`src/rtl/mul_share_ctrl_pkg.sv`:
```
// Shared definitions for the multiplier sharing front-end: op encodings,
// controller state encoding and default tag width.
package mul_share_ctrl_pkg;

    localparam int MUL_TAG_W = 4;

    localparam logic [2:0] MUL_OP_MUL    = 3'b000;
    localparam logic [2:0] MUL_OP_MULH   = 3'b001;
    localparam logic [2:0] MUL_OP_MULHSU = 3'b010;
    localparam logic [2:0] MUL_OP_MULHU  = 3'b011;
    localparam logic [2:0] MUL_OP_MULW   = 3'b100;

    typedef enum logic [1:0] {
        CTRL_IDLE = 2'd0,
        CTRL_BUSY = 2'd1,
        CTRL_RESP = 2'd2
    } ctrl_state_t;

    function automatic logic [63:0] sext32(input logic [31:0] v);
        return {{32{v[31]}}, v};
    endfunction

endpackage

```
`src/rtl/mul_rr_arb2.sv`:
```
// Two-request round-robin arbiter; the pointer moves to the losing
// requester only when a grant is actually accepted.
module mul_rr_arb2 (
    input  logic       clk,
    input  logic       rst,
    input  logic [1:0] req,
    input  logic       accept,
    output logic [1:0] grant
);

    logic ptr;

    always_comb begin
        grant = req;
        if (req == 2'b11) begin
            grant = ptr ? 2'b10 : 2'b01;
        end
    end

    // grant[0] accepted -> requester 1 is favoured next, and vice versa
    always_ff @(posedge clk or posedge rst) begin
        if (rst) begin
            ptr <= 1'b0;
        end else if (accept) begin
            ptr <= grant[0];
        end
    end

endmodule

```
`src/rtl/mul_share_ctrl.sv`:
```
// Arbitration/sequencing front-end for the shared iterative 64x64 multiplier.
// Optional watchdog abort is enabled by defining MUL_TIMEOUT_EN.
module mul_share_ctrl
    import mul_share_ctrl_pkg::*;
#(
    parameter int TAG_W       = MUL_TAG_W,
    parameter int TIMEOUT_CYC = 64
) (
    input  logic              clk,
    input  logic              rst,
    input  logic              req0_valid_i,
    output logic              req0_ready_o,
    input  logic [2:0]        req0_op_i,
    input  logic [63:0]       req0_rs1_i,
    input  logic [63:0]       req0_rs2_i,
    input  logic [TAG_W-1:0]  req0_tag_i,
    input  logic              req1_valid_i,
    output logic              req1_ready_o,
    input  logic [2:0]        req1_op_i,
    input  logic [63:0]       req1_rs1_i,
    input  logic [63:0]       req1_rs2_i,
    input  logic [TAG_W-1:0]  req1_tag_i,
    output logic              resp_valid_o,
    input  logic              resp_ready_i,
    output logic              resp_id_o,
    output logic [TAG_W-1:0]  resp_tag_o,
    output logic [63:0]       resp_data_o,
    output logic              resp_err_o,
    input  logic              flush_i,
    output logic              mul_valid_o,
    input  logic              mul_ready_i,
    output logic [63:0]       mul_rs1_o,
    output logic [63:0]       mul_rs2_o,
    output logic              mul_rs1_signed_o,
    output logic              mul_rs2_signed_o,
    input  logic [127:0]      mul_out_i,
    output logic              busy_o
);

    ctrl_state_t      state;
    logic [1:0]       req_vld;
    logic [1:0]       grant;
    logic             accept;
    logic             acc_id;
    logic             timeout_hit;

    logic [2:0]       op_sel;
    logic [63:0]      rs1_sel;
    logic [63:0]      rs2_sel;
    logic [TAG_W-1:0] tag_sel;
    logic [2:0]       op_norm;
    logic [63:0]      rs1_n;
    logic [63:0]      rs2_n;
    logic             s1_n;
    logic             s2_n;

    logic [2:0]       op_q;
    logic             id_q;
    logic [TAG_W-1:0] tag_q;
    logic [63:0]      rs1_q;
    logic [63:0]      rs2_q;
    logic             s1_q;
    logic             s2_q;
    logic [63:0]      data_q;
    logic             err_q;
    logic [63:0]      res_sel;

    assign req_vld = {req1_valid_i, req0_valid_i};

    mul_rr_arb2 u_arb (
        .clk    (clk),
        .rst    (rst),
        .req    (req_vld),
        .accept (accept),
        .grant  (grant)
    );

    assign req0_ready_o = (state == CTRL_IDLE) & ~flush_i & grant[0];
    assign req1_ready_o = (state == CTRL_IDLE) & ~flush_i & grant[1];
    assign accept       = (req0_valid_i & req0_ready_o) | (req1_valid_i & req1_ready_o);
    assign acc_id       = grant[1];

    // Operand selection and sign preparation for the winning request
    always_comb begin
        op_sel  = acc_id ? req1_op_i  : req0_op_i;
        rs1_sel = acc_id ? req1_rs1_i : req0_rs1_i;
        rs2_sel = acc_id ? req1_rs2_i : req0_rs2_i;
        tag_sel = acc_id ? req1_tag_i : req0_tag_i;
        op_norm = (op_sel > MUL_OP_MULW) ? MUL_OP_MUL : op_sel;
        rs1_n   = rs1_sel;
        rs2_n   = rs2_sel;
        s1_n    = 1'b1;
        s2_n    = 1'b1;
        case (op_norm)
            MUL_OP_MULHSU: s2_n = 1'b0;
            MUL_OP_MULHU: begin
                s1_n = 1'b0;
                s2_n = 1'b0;
            end
            MUL_OP_MULW: begin
                rs1_n = sext32(rs1_sel[31:0]);
                rs2_n = sext32(rs2_sel[31:0]);
            end
            default: ;
        endcase
    end

    always_comb begin
        case (op_q)
            MUL_OP_MULH, MUL_OP_MULHSU, MUL_OP_MULHU: res_sel = mul_out_i[127:64];
            MUL_OP_MULW:                            res_sel = sext32(mul_out_i[31:0]);
            default:                                res_sel = mul_out_i[63:0];
        endcase
    end

`ifdef MUL_TIMEOUT_EN
    localparam int CNT_W = $clog2(TIMEOUT_CYC + 1);
    logic [CNT_W-1:0] cnt;

    assign timeout_hit = (state == CTRL_BUSY) && (cnt == CNT_W'(TIMEOUT_CYC));

    always_ff @(posedge clk or posedge rst) begin
        if (rst) begin
            cnt <= '0;
        end else if (state != CTRL_BUSY) begin
            cnt <= '0;
        end else if (!timeout_hit) begin
            cnt <= cnt + CNT_W'(1);
        end
    end
`else
    localparam int TIMEOUT_UNUSED = TIMEOUT_CYC;
    assign timeout_hit = 1'b0;
`endif

    // Multiplier aborts on a valid drop, so valid stays up for all of BUSY
    // except the ready-pulse, flush and watchdog cycles.
    assign mul_valid_o = (state == CTRL_BUSY) & ~mul_ready_i & ~flush_i & ~timeout_hit;

    always_ff @(posedge clk or posedge rst) begin
        if (rst) begin
            state  <= CTRL_IDLE;
            op_q   <= MUL_OP_MUL;
            id_q   <= 1'b0;
            tag_q  <= '0;
            rs1_q  <= '0;
            rs2_q  <= '0;
            s1_q   <= 1'b0;
            s2_q   <= 1'b0;
            data_q <= '0;
            err_q  <= 1'b0;
        end else begin
            case (state)
                CTRL_IDLE: begin
                    if (accept) begin
                        op_q  <= op_norm;
                        id_q  <= acc_id;
                        tag_q <= tag_sel;
                        rs1_q <= rs1_n;
                        rs2_q <= rs2_n;
                        s1_q  <= s1_n;
                        s2_q  <= s2_n;
                        err_q <= 1'b0;
                        state <= CTRL_BUSY;
                    end
                end
                CTRL_BUSY: begin
                    if (flush_i) begin
                        state <= CTRL_IDLE;
                    end else if (mul_ready_i) begin
                        data_q <= res_sel;
                        err_q  <= 1'b0;
                        state  <= CTRL_RESP;
                    end else if (timeout_hit) begin
                        data_q <= '0;
                        err_q  <= 1'b1;
                        state  <= CTRL_RESP;
                    end
                end
                CTRL_RESP: begin
                    if (flush_i || resp_ready_i) begin
                        err_q <= 1'b0;
                        state <= CTRL_IDLE;
                    end
                end
                default: state <= CTRL_IDLE;
            endcase
        end
    end

    assign resp_valid_o     = (state == CTRL_RESP);
    assign resp_id_o        = id_q;
    assign resp_tag_o       = tag_q;
    assign resp_data_o      = data_q;
    assign resp_err_o       = err_q;
    assign mul_rs1_o        = rs1_q;
    assign mul_rs2_o        = rs2_q;
    assign mul_rs1_signed_o = s1_q;
    assign mul_rs2_signed_o = s2_q;
    assign busy_o           = (state != CTRL_IDLE);

endmodule
```
`config.mk`:
```
export PLATFORM = sky130hd
export DESIGN_NAME = mul_share_ctrl
export DESIGN_NICKNAME = d
export VERILOG_FILES = /design/src/rtl/mul_share_ctrl_pkg.sv /design/src/rtl/mul_rr_arb2.sv /design/src/rtl/mul_share_ctrl.sv
export SDC_FILE = /design/constraint.sdc
export NUM_CORES = 1
export LEC_CHECK = 0
export BUFFER_PORTS_ARGS = -buffer_cell sky130_fd_sc_hd__clkbuf_2
export CAP_MARGIN = 5
export CELL_PAD_IN_SITES_DETAIL_PLACEMENT = 0
export CELL_PAD_IN_SITES_GLOBAL_PLACEMENT = 1
export CORE_AREA = 2 2 240 242
export CTS_BUF_LIST = sky130_fd_sc_hd__clkbuf_8 sky130_fd_sc_hd__clkbuf_16
export DETAILED_ROUTE_END_ITERATION = 10
export DIE_AREA = 0 0 242 244
export GPL_ROUTABILITY_DRIVEN = 0
export PLACE_DENSITY_LB_ADDON = 0.1
export SYNTH_ARGS = -nofsm -noshare
export SYNTH_HDL_FRONTEND = slang
export SYNTH_SLANG_ARGS = --single-unit
```
`constraint.sdc`:
```
create_clock -name clk -period 8.7 [get_ports clk]
set_input_delay 0.87 -clock clk [delete_from_list [all_inputs] [get_ports clk]]
set_output_delay 0.87 -clock clk [all_outputs]
set_load 0.05 [all_outputs]
```
==> results by group, run 1 <==
Timing
  – Setup_tns: 0 ps
  – Peak Freq: 351.3 MHz
  – RSZ-0062 raised after global routing: false
  – Final setup viols: 0
  – Min Tclk post-route: about 2800 ps
  – Slew headroom: a little under a third
  – Worst-Margin Slew: approximately 1000 ps
  – Slew Viols, Final: 0
  – Final worst path period share: 32.72%
  – Clock skew: between 10 and 15 ps
  – Final Hold Vio Count: 0

Power and ir drop
  – P_sw: 2388 uW
  – Switching portion of total power: 48.32%
  – Pwr Density: 337.8 nW/um^2
  – Logic gate share of total power: 46.8%
  – Int Power: ~2600 uW
  – Clock power frac: between 20 and 25%
  – Leak Pwr: slightly below 0.008 uW
  – Sequential power share: between 20% and 30%
  – Highest ir drop seen on vdd: about 0.14 mV
  – Overall Power: just under 5000 uW

Clock tree
  – CTS tree: built
  – Clk root buf: clkbuf_16
  – Worst-Skew Late Latency: about 560 ps
  – Post-CTS Setup Repair Bufs: 0
  – Cts hold-fix bufs: 0
  – CTS clk-pin slew, worst paths: 60 ps
  – Post_cts resized: 0
  – Num Clock Sinks: 205
  – H-tree levels: 1
  – CTS buffer count: 28
  – Longest Clk Path Bufs: 3

Floorplanning
  – Starting Density: ~18%
  – Row cnt: between 80 and 90
  – DIE HEIGHT: between 200 and 250 microns
  – IO Pins: 610
  – Die area: 59050 sq um
  – Die W: ~240 microns
  – Area of the core: approximately 56000 sq um

Worst setup path
  – CP max stage cell: dfrtp_1
  – R2r startpoint: u_arb.ptr
  – Crit path arrival time: 1980 ps
  – Critical Path RT: 7830 ps
  – Crit-path cells: nor3_4 > nand2_1 > a21oi_1 > clkbuf_2
  – Worst-path maximum fanout: 6
  – Worst r2r path cells: 5
  – Crit Path Class: reg2out
  – Worst R2R Setup Slack: 6030 ps
  – CP endpoint kind: output port
  – Setup crit start kind: flip-flop
  – Largest stage delay on the critical path: 460 ps
  – Worst r2r dst: mul_rs1_o[60]

Global routing
  – Initial antenna violation count: 8
  – First-pass GRT wire length: 63.98 mm
  – GRT Util Overall: 14.25%
  – Gr ovfl total: 0
  – Vias in the first global route: ~9500
  – Largest net degree at the start of global routing: ~200

Logic synthesis
  – XOR/XNOR share of the synthesized area: less than 1%
  – Synth Area per Inst: between 10 and 15 sq um
  – Adder-Cell Fraction of Synth Area: 0%
  – Yosys warnings: 0
  – Post-synthesis mux area share: 16.73%
  – Post-synthesis sequential area ratio: between 50% and 60%
  – Compound-gate portion of the synthesized area: ~18%
  – Number of synthesized register bits: approximately 210
  – Top FF cell, synth: dfrtp_1
  – Mapped cell area: a little under 10000 sq um
  – EDFF count, synth: 0
  – Cell count after synthesis: 923
  – Distinct cells, synth: 38
  – Synth Area in Simple Gates: approximately a tenth
  – Largest family of logic cells by synthesized area: compound AO/OA/AOI/OAI gates
  – Synthesized Nets: 1328
  – FFs w/ async S/R, synth: 100.0%

Cells and area
  – Final instance area: approximately 15000 sq um
  – Area Growth Syn to Fin: 48.23%
  – Layout cell share with drive strength beyond 1: a little under half
  – Most frequent cells in the layout: clkbuf_2, dfrtp_1, nand2_1
  – Post-layout util: between 20% and 30%
  – Most common cell after layout, fill and taps aside: clkbuf_2
  – Final #Nets: 1902

Drt
  – DRT antenna net count: 0
  – Drt pass-1 iters: 4
  – DRC: 0
  – Routed WL per cell: ~19 microns
  – DR iter-0 viols: 310
  – Total number of vias: 9044
  – WL final: ~43 mm
  – Via density: between 3 and 4

Placed design
  – Port bufs: ~610
  – Post-DP HPWL: between 30 and 40 mm
  – Post-Place Cell Area: 13670 sq um

Run
  – Max_cap viols: 0

Min path
  – Worst min-delay path category: in2async

Status
  – Outcome: finished, final reports clean
[layout make-up]
type                    instances  area [sq um]
clock buffers                  35         808.3
multi-input cells             640          4419
flip-flops and latches        205          5130
inverters                       2         15.01
clock inverters                16         143.9
well taps                     756         945.9
fillers                      6118         41540
diodes                          5         12.51
repair buffers                620          3158
[critical path: cells and delay by family, from the launching register on]
family                 cells  cell delay, ps
buffers and inverters      1             340
DFF                        1             460
and+or+nand+nor            2             430
AOI/OAI and AO/OA          1             190
[sequential cells by signal, indices dropped and copies added (netlist names)]
| name | cells |
|---|---|
| u_arb.ptr | 1 |
| resp_id_o | 1 |
| mul_rs2_o | 64 |
| resp_tag_o | 4 |
| resp_data_o | 64 |
| op_q | 3 |
| mul_rs2_signed_o | 1 |
| mul_rs1_o | 64 |
| mul_rs1_signed_o | 1 |
| state | 2 |
[stage by stage]
| stage | std cells | hold WS, ps | setup slack (ps) |
|---|---|---|---|
| 2_1_floorplan | 923 | 447.7 | 2234 |
| 3_3_place_gp | 2223 | 461.4 | 5435 |
| 3_5_place_dp | 2223 | 465.0 | 5399 |
| 4_1_cts | 2274 | 480.2 | 5788 |
| 5_1_grt | 2276 | 494.2 | 5708 |
| 6_report | 2279 | 429.7 | 5853 |
[metal layers]
| layer | track usage [%] | vias up | share of wire [%] |
|---|---|---|---|
| met5 | 0 | - | 0.16 |
| met4 | 3.050 | 10 | 1.9 |
| met3 | 5.509 | 49 | 8.9 |
| met2 | 25.14 | 358 | 50 |
| met1 | 16.29 | 4204 | 39 |
| li1 | - | 4423 | - |
[logic make-up (layout without fill, tap and decap cells)]
family                    after synthesis  after routing
AOI/OAI and AO/OA                     248            248
xor gates and xnor gates                1              1
buffers and inverters                  78            673
DFF                                   205            205
muxes                                 165            165
other                                   1              6
and+or+nand+nor                       225            225
[synth_stat cells, types with 2 or more instances]
master,n,area [sq um]
buf_6,6,67.56
buf_2,20,100.1
a21oi_1,37,185.2
nor3b_1,2,15.01
clkbuf_1,41,153.9
o21ai_0,102,510.5
nand2_1,169,634.4
nor2_1,37,138.9
o211ai_1,14,105.1
a22oi_1,32,240.2
inv_1,2,7.510
dfrtp_1,205,5130
nand2b_1,2,12.51
mux2i_1,165,1652
o211ai_2,50,625.6
o21ai_1,2,10.01
and3_1,3,18.77
buf_4,8,60.06
and4_1,2,17.52
a31oi_1,3,18.77
o21a_1,3,22.52
nand4bb_1,2,22.52
[worst max-delay path by stage]
stage,startpoint,to,slack (ps),cells after the start
after global routing,state[0],req0_ready_o,5710,4
after floorplan,rst,mul_rs1_o[0],2230,1
final,state[0],req0_ready_o,5850,4
after detailed placement,req0_valid_i,mul_rs2_o[35],5400,6
after CTS,state[0],req0_ready_o,5790,4
after global placement,req0_valid_i,mul_rs1_o[62],5440,6
[power groups by stage]
stage          clock network, uW  logic [uW]  registers (uW)
3_5_place_dp                   0        2360            1450
3_3_place_gp                   0        2360            1440
4_1_cts                     1260        2360            1440
5_1_grt                     1290        2470            1480
2_1_floorplan                  0         596            2520
6_report                    1200        2310            1430
Power figures use the tool's default switching activity.
==> run 2: changes to the inputs <==
==> constraint.sdc (replaced) <==
create_clock -name clk -period 2.77 [get_ports clk]
set_input_delay 0.277 -clock clk [delete_from_list [all_inputs] [get_ports clk]]
set_output_delay 0.277 -clock clk [all_outputs]
set_load 0.05 [all_outputs]
==> run 2 against run 1 <==
Against the previous run: clock skew grew 18 ps; clock power increased to 3.1 times the previous value; clock-buffer cell count is 5 higher; die area stayed put; largest cell class unchanged.
==> results by group, run 2 (synthesized netlist as in run 1, its figures left out) <==
Global routing
  – GRT Util Overall: 14.15% (-0.10 points)
  – First-pass GRT wire length: 63.79 mm (-0.29%)
  – Initial antenna violation count: 1 (-7)
  – Largest net degree at the start of global routing: 203 (unchanged)
  – Vias in the first global route: 9810 (+3.4%)
  – Gr ovfl total: 0 (unchanged)

Worst setup path
  – Critical Path RT: 3170 ps (-4660 ps)
  – Critical path depth: 5 (+1)
  – Setup crit start kind: flip-flop
  – CP endpoint kind: flip-flop
  – Largest stage delay on the critical path: 570 ps (+110 ps)
  – Worst r2r dst: resp_data_o[27]
  – R2r startpoint: op_q[2]
  – Crit Path Class: reg2reg
  – Worst setup endpoint: resp_data_o[27]
  – Worst r2r path cells: 5 (unchanged)
  – CP Launch Point: op_q[2]
  – CP max stage cell: dlygate4sd3_1
  – CP bufs+invs: 2 (+1)
  – Crit path arrival time: 2970 ps (+990 ps)
  – Crit-path cells: nor2_4 > buf_4 > mux2i_1 > dlygate4sd3_1 > o21ai_0
  – Worst R2R Setup Slack: 200 ps (-5830 ps)
  – Delay-heaviest family, CP: buffers and inverters
  – Worst-path maximum fanout: 19 (+13)

Placed design
  – Post-DP HPWL: 32.54 mm (+0.50%)
  – Pre-CTS setup slack: 486.9 ps (-4912 ps)
  – Placed cell count: 2231 (+0.36%)
  – Port bufs: 608 (unchanged)

Min path
  – Hold path cells: 3
  – Worst min-delay path category: in2reg

Power and ir drop
  – Highest ir drop seen on vdd: 0.4488 mV (+230%)
  – Sequential power share: 28.6% (-0.4 points)
  – Pwr Density: 1005 nW/um^2 (+200%)
  – Overall Power: 15790 uW (+220%)
  – Leak Pwr: 0.008289 uW (+5.6%)
  – P_sw: 7555 uW (+220%)
  – Switching portion of total power: 47.86% (-0.46 points)
  – Logic gate share of total power: 47.5% (+0.7 points)
  – Int Power: 8232 uW (+220%)
  – Clock power frac: 23.9% (-0.3 points)

Clock tree
  – CTS clk-pin slew, worst paths: 60 ps (about the same)
  – Num Clock Sinks: 205 (unchanged)
  – H-tree levels: 1 (unchanged)
  – Clk root buf: clkbuf_16
  – CTS tree: built
  – Longest Clk Path Bufs: 3 (unchanged)
  – CTS buffer count: 29 (+3.6%)
  – Worst-Skew Late Latency: 560 ps (about the same)
  – Post-CTS Setup Repair Bufs: 0 (unchanged)

Floorplanning
  – DIE HEIGHT: 244 microns (unchanged)
  – Die W: 242 microns (unchanged)
  – Row cnt: 87 (unchanged)
  – IO Pins: 610 (unchanged)
  – Starting Density: 17.58% (unchanged)
  – Die area: 59050 sq um (unchanged)
  – Area of the core: 56170 sq um (unchanged)

Timing
  – Final setup viols: 0 (unchanged)
  – Clock skew: 28.44 ps (+17.83 ps)
  – Slew headroom: 26.93% (-4.3 points)
  – Final Hold Vio Count: 0 (unchanged)
  – Min Tclk post-route: about 2600 ps
  – Setup WS post-layout: 201.4 ps (-5652 ps)
  – Slew Viols, Final: 0 (unchanged)
  – Final worst path period share: around 93%
  – Peak Freq: ~390 MHz
  – Worst-Margin Slew: 1096 ps (+64.63 ps)
  – Setup_tns: 0 ps (unchanged)
  – RSZ-0062 raised after global routing: false

Drt
  – WL final: 43.45 mm (about the same)
  – DRT antenna net count: 0 (unchanged)
  – Drt pass-1 iters: 4 (unchanged)
  – Routed WL per cell: 18.28 microns (-4.1%)
  – DR iter-0 viols: 307 (-0.97%)
  – Total number of vias: 9440 (+4.4%)
  – Via density: 3.971 (about the same)
  – DRC: 0 (unchanged)

Cells and area
  – Post-layout util: 27.96% (+1.9 points)
  – Most common cell after layout, fill and taps aside: clkbuf_2
  – Non-Filler Instances: 2377 (+4.3%)
  – Most frequent cells in the layout: clkbuf_2, dfrtp_1, nand2_1
  – Layout cell share with drive strength beyond 1: 45.47% (-2.2 points)
  – # diodes: 0 (-5)
  – Area Growth Syn to Fin: 59.09%
  – Final #Nets: 2009 (+5.6%)

Run
  – Max_cap viols: 0 (unchanged)

Status
  – Outcome: finished, final reports clean
[run 2: layer usage]
| metal | global-route usage [%] | up-vias | wire length (microns) |
|---|---|---|---|
| met5 | 0 | - | 11 |
| met1 | 16.87 | 4383 | 17670 |
| met2 | 24.74 | 372 | 21500 |
| li1 | - | 4635 | - |
| met4 | 3.068 | 2 | 697 |
| met3 | 4.620 | 48 | 3574 |
[run 2: repair_timing]
action,in CTS,in global routing
setup endpoints to repair,0,2
hold buffers,97,0
hold endpoints to repair,77,0
gates resized for setup,0,1
[run 2: per-stage QoR]
stage,hold WS (ps),cell area [sq um]
final,26.83,15710
after global routing,15.50,15710
after CTS,0.1322,15700
after detailed placement,395.9,13760
after global placement,395.5,13760
after floorplan,384.5,9876
[run 2: cell type report]
cell class	instances	area [sq um]
timing repair buffer	725	4227
sequential	205	5130
multi-input combinational	641	4428
tap	756	945.9
inverter	2	11.26
fill	6069	40460
clock inverter	8	86.33
clock buffer	40	877.1
[run 2: worst min path at each step]
stage | from | end | slack, ps
after global placement | rst | resp_data_o[19] | 400
after floorplan | mul_ready_i | state[0] | 380
after CTS | mul_out_i[101] | resp_data_o[37] | 0.1
after detailed placement | rst | resp_data_o[19] | 400
after global routing | req1_rs2_i[17] | mul_rs2_o[17] | 20
final | req0_rs2_i[42] | mul_rs2_o[42] | 30
[run 2: power by group through the flow]
stage | logic [uW] | clock network, uW | registers (uW)
4_1_cts | 7620 | 3960 | 4530
6_report | 7500 | 3770 | 4510
2_1_floorplan | 1870 | 0 | 7900
3_3_place_gp | 7450 | 0 | 4540
5_1_grt | 7980 | 4070 | 4660
3_5_place_dp | 7450 | 0 | 4560
[run 2: worst reg2reg max path, cell delays in order, from the launching register on]
cell and delay [ps]:
dfrtp_1 530, nor2_4 530, buf_4 480, mux2i_1 240, dlygate4sd3_1 570, o21ai_0 70
==> run 3: changes to the inputs <==
--- a/config.mk
+++ b/config.mk
@@ -9,10 +9,10 @@
 export CAP_MARGIN = 5
 export CELL_PAD_IN_SITES_DETAIL_PLACEMENT = 0
 export CELL_PAD_IN_SITES_GLOBAL_PLACEMENT = 1
-export CORE_AREA = 2 2 240 242
-export CTS_BUF_LIST = sky130_fd_sc_hd__clkbuf_8 sky130_fd_sc_hd__clkbuf_16
+export CORE_AREA = 4 4 235 237
+export CTS_BUF_LIST = sky130_fd_sc_hd__clkbuf_8
 export DETAILED_ROUTE_END_ITERATION = 10
-export DIE_AREA = 0 0 242 244
+export DIE_AREA = 0 0 239 241
 export GPL_ROUTABILITY_DRIVEN = 0
 export PLACE_DENSITY_LB_ADDON = 0.1
 export SYNTH_ARGS = -nofsm -noshare
==> run 3 against run 2 <==
Against the previous run: clock power is 14% lower; first-iteration DRC count is 1.6% lower; critical endpoint is now mul_rs1_o[22]; fmax grew 2.9%.
==> results by group, run 3 (synthesized netlist as in run 1, its figures left out) <==
Floorplanning
  – Starting Density: 18.53% (+0.95 points)
  – Row cnt: 85 (-2.3%)
  – Area of the core: 53280 sq um (-5.1%)
  – Die W: 239 microns (-1.2%)
  – DIE HEIGHT: 241 microns (-1.2%)
  – IO Pins: 610 (unchanged)
  – Die area: 57600 sq um (-2.5%)

Power and ir drop
  – Highest ir drop seen on vdd: 0.3592 mV (-20%)
  – Logic gate share of total power: 51.1% (+3.6 points)
  – Pwr Density: 875.0 nW/um^2 (-13%)
  – Clock power frac: 20.5% (-3.4 points)
  – Int Power: 8279 uW (+0.57%)
  – P_sw: 7597 uW (+0.55%)
  – Switching portion of total power: 47.85% (about the same)
  – Leak Pwr: 0.009350 uW (+13%)
  – Sequential power share: 28.3% (-0.3 points)

Drt
  – WL final: 44.79 mm (+3.1%)
  – DRC: 0 (unchanged)
  – Via density: 4.063 (+2.3%)
  – Routed WL per cell: 17.21 microns (-5.8%)
  – DRT antenna net count: 0 (unchanged)
  – Total number of vias: 10570 (+12%)
  – Drt pass-1 iters: 4 (unchanged)
  – DR iter-0 viols: 302 (-1.6%)

Timing
  – Worst-Margin Slew: 1099 ps (+2.972 ps)
  – RSZ-0062 raised after global routing: false
  – Final setup viols: 0 (unchanged)
  – Final Hold Vio Count: 0 (unchanged)
  – Setup WS post-layout: 274.5 ps (+73.03 ps)
  – Setup_tns: 0 ps (unchanged)
  – Final worst path period share: 90.09% (-2.6 points)
  – Peak Freq: 400.7 MHz (+2.9%)
  – Slew Viols, Final: 0 (unchanged)
  – Clock skew: 18.67 ps (-9.770 ps)
  – Min Tclk post-route: 2496 ps (-73.03 ps)
  – Slew headroom: 26.73% (-0.20 points)

Clock tree
  – CTS tree: built
  – CTS clk-pin slew, worst paths: 60 ps (about the same)
  – CTS buffer count: 43 (+48%)
  – Worst-Skew Late Latency: 580 ps (+20 ps)
  – Clk root buf: clkbuf_8
  – H-tree levels: 2 (+1)
  – Longest Clk Path Bufs: 3 (unchanged)
  – Num Clock Sinks: 205 (unchanged)

Placed design
  – Port bufs: 608 (unchanged)
  – Pre-CTS setup slack: 535.0 ps (+48.11 ps)
  – Post-DP HPWL: 32.31 mm (-0.71%)

Worst setup path
  – Worst r2r dst: mul_rs1_o[22]
  – CP Launch Point: u_arb.ptr
  – Worst setup endpoint: mul_rs1_o[22]
  – Setup crit start kind: flip-flop
  – Critical Path RT: 3170 ps (about the same)
  – Worst-path maximum fanout: 75 (+56)
  – Crit path arrival time: 2900 ps (-70 ps)
  – CP endpoint kind: flip-flop
  – R2r startpoint: u_arb.ptr
  – Worst R2R Setup Slack: 270 ps (+70 ps)
  – Crit Path Class: reg2reg
  – Worst r2r path cells: 6 (+1)

Global routing
  – Largest net degree at the start of global routing: 203 (unchanged)
  – Initial antenna violation count: 6 (+5)
  – GRT Util Overall: 14.87% (+0.72 points)
  – Vias in the first global route: 11310 (+15%)
  – First-pass GRT wire length: 66.63 mm (+4.4%)
  – Gr ovfl total: 0 (unchanged)

Cells and area
  – Area Growth Syn to Fin: 83.79%
  – Final #Nets: 2281 (+14%)
  – Most frequent cells in the layout: clkbuf_2, dlygate4sd3_1, dfrtp_1
  – Most common cell after layout, fill and taps aside: clkbuf_2
  – Layout cell share with drive strength beyond 1: 39.02% (-6.4 points)

Status
  – Outcome: finished, final reports clean

Min path
  – Worst min-delay path category: in2reg

Run
  – Max_cap viols: 0 (unchanged)
==> run 3: changes by cell type in the layout (fill, tap and decap cells not counted), sizes merged <==
cell,change
buf,-7
bufinv,-1
clkbuf,+15
clkinvlp,+1
diode,+2
dlygate4sd3,+266
inv,+10
nor2,-1
==> run 3: critical path: stages (launching register included) <==
cell and delay [ps]:
dfrtp_1 400, nand2b_1 330, nand2_4 200, buf_12 430, mux2i_1 270, dlygate4sd3_1 580
o21ai_0 70
==> run 3: power groups by stage <==
stage / Clock (uW) / Sequential [uW] / Combinational [uW]
6_report: 3260 / 4500 / 8120
4_1_cts: 3470 / 4510 / 8270
2_1_floorplan: 0 / 7900 / 1870
3_5_place_dp: 0 / 4540 / 7450
3_3_place_gp: 0 / 4520 / 7450
5_1_grt: 3580 / 4640 / 8670
==> run 3: timing repair <==
action / 4_1_cts / 5_1_grt
buffers inserted: 0 / 0
hold endpoints to repair: 393 / 0
gates resized for setup: 0 / 0
hold buffers: 363 / 0
==> run 3: through the flow <==
step / utilization, % / cell area [sq um] / total power, uW / std cells / hold slack [ps]
6_report: 34.05 / 18140 / 15880 / 2602 / 62.52
5_1_grt: 34.05 / 18140 / 16890 / 2601 / 29.67
4_1_cts: 34.04 / 18140 / 16240 / 2600 / 0.2222
3_5_place_dp: 25.61 / 13650 / 11990 / 2164 / 469.6
3_3_place_gp: 25.61 / 13650 / 11970 / 2164 / 461.9
2_1_floorplan: - / 9876 / 9774 / 923 / 384.5
==> run 3: cell type report <==
type | count | area, sq um
antenna | 2 | 5.005
clock buffer | 55 | 757.0
clock inverter | 18 | 101.3
fill | 5581 | 35140
inverter | 2 | 11.26
multi-input combinational | 640 | 4419
sequential | 205 | 5130
tap | 696 | 870.8
timing repair buffer | 984 | 6849
==> run 3: how the worst min path moves through the flow <==
stage / startpoint / end / slack, ps / cells after the start
final: req0_rs1_i[58] / mul_rs1_o[58] / 60 / 3
after global routing: mul_out_i[9] / resp_data_o[9] / 30 / 3
after CTS: req0_rs2_i[60] / mul_rs2_o[60] / 0.2 / 3
after detailed placement: resp_data_o[4] / resp_data_o[4] / 470 / 2
after global placement: mul_rs2_o[6] / mul_rs2_o[6] / 460 / 2
after floorplan: mul_ready_i / state[0] / 380 / 1
==> run 3: per-layer routing <==
metal,wire [microns],vias to the layer above,GRT usage [%]
met4,1085,10,4.495
li1,-,5198,-
met5,58,-,0
met2,22020,385,26.20
met3,4127,77,5.428
met1,17500,4901,16.90
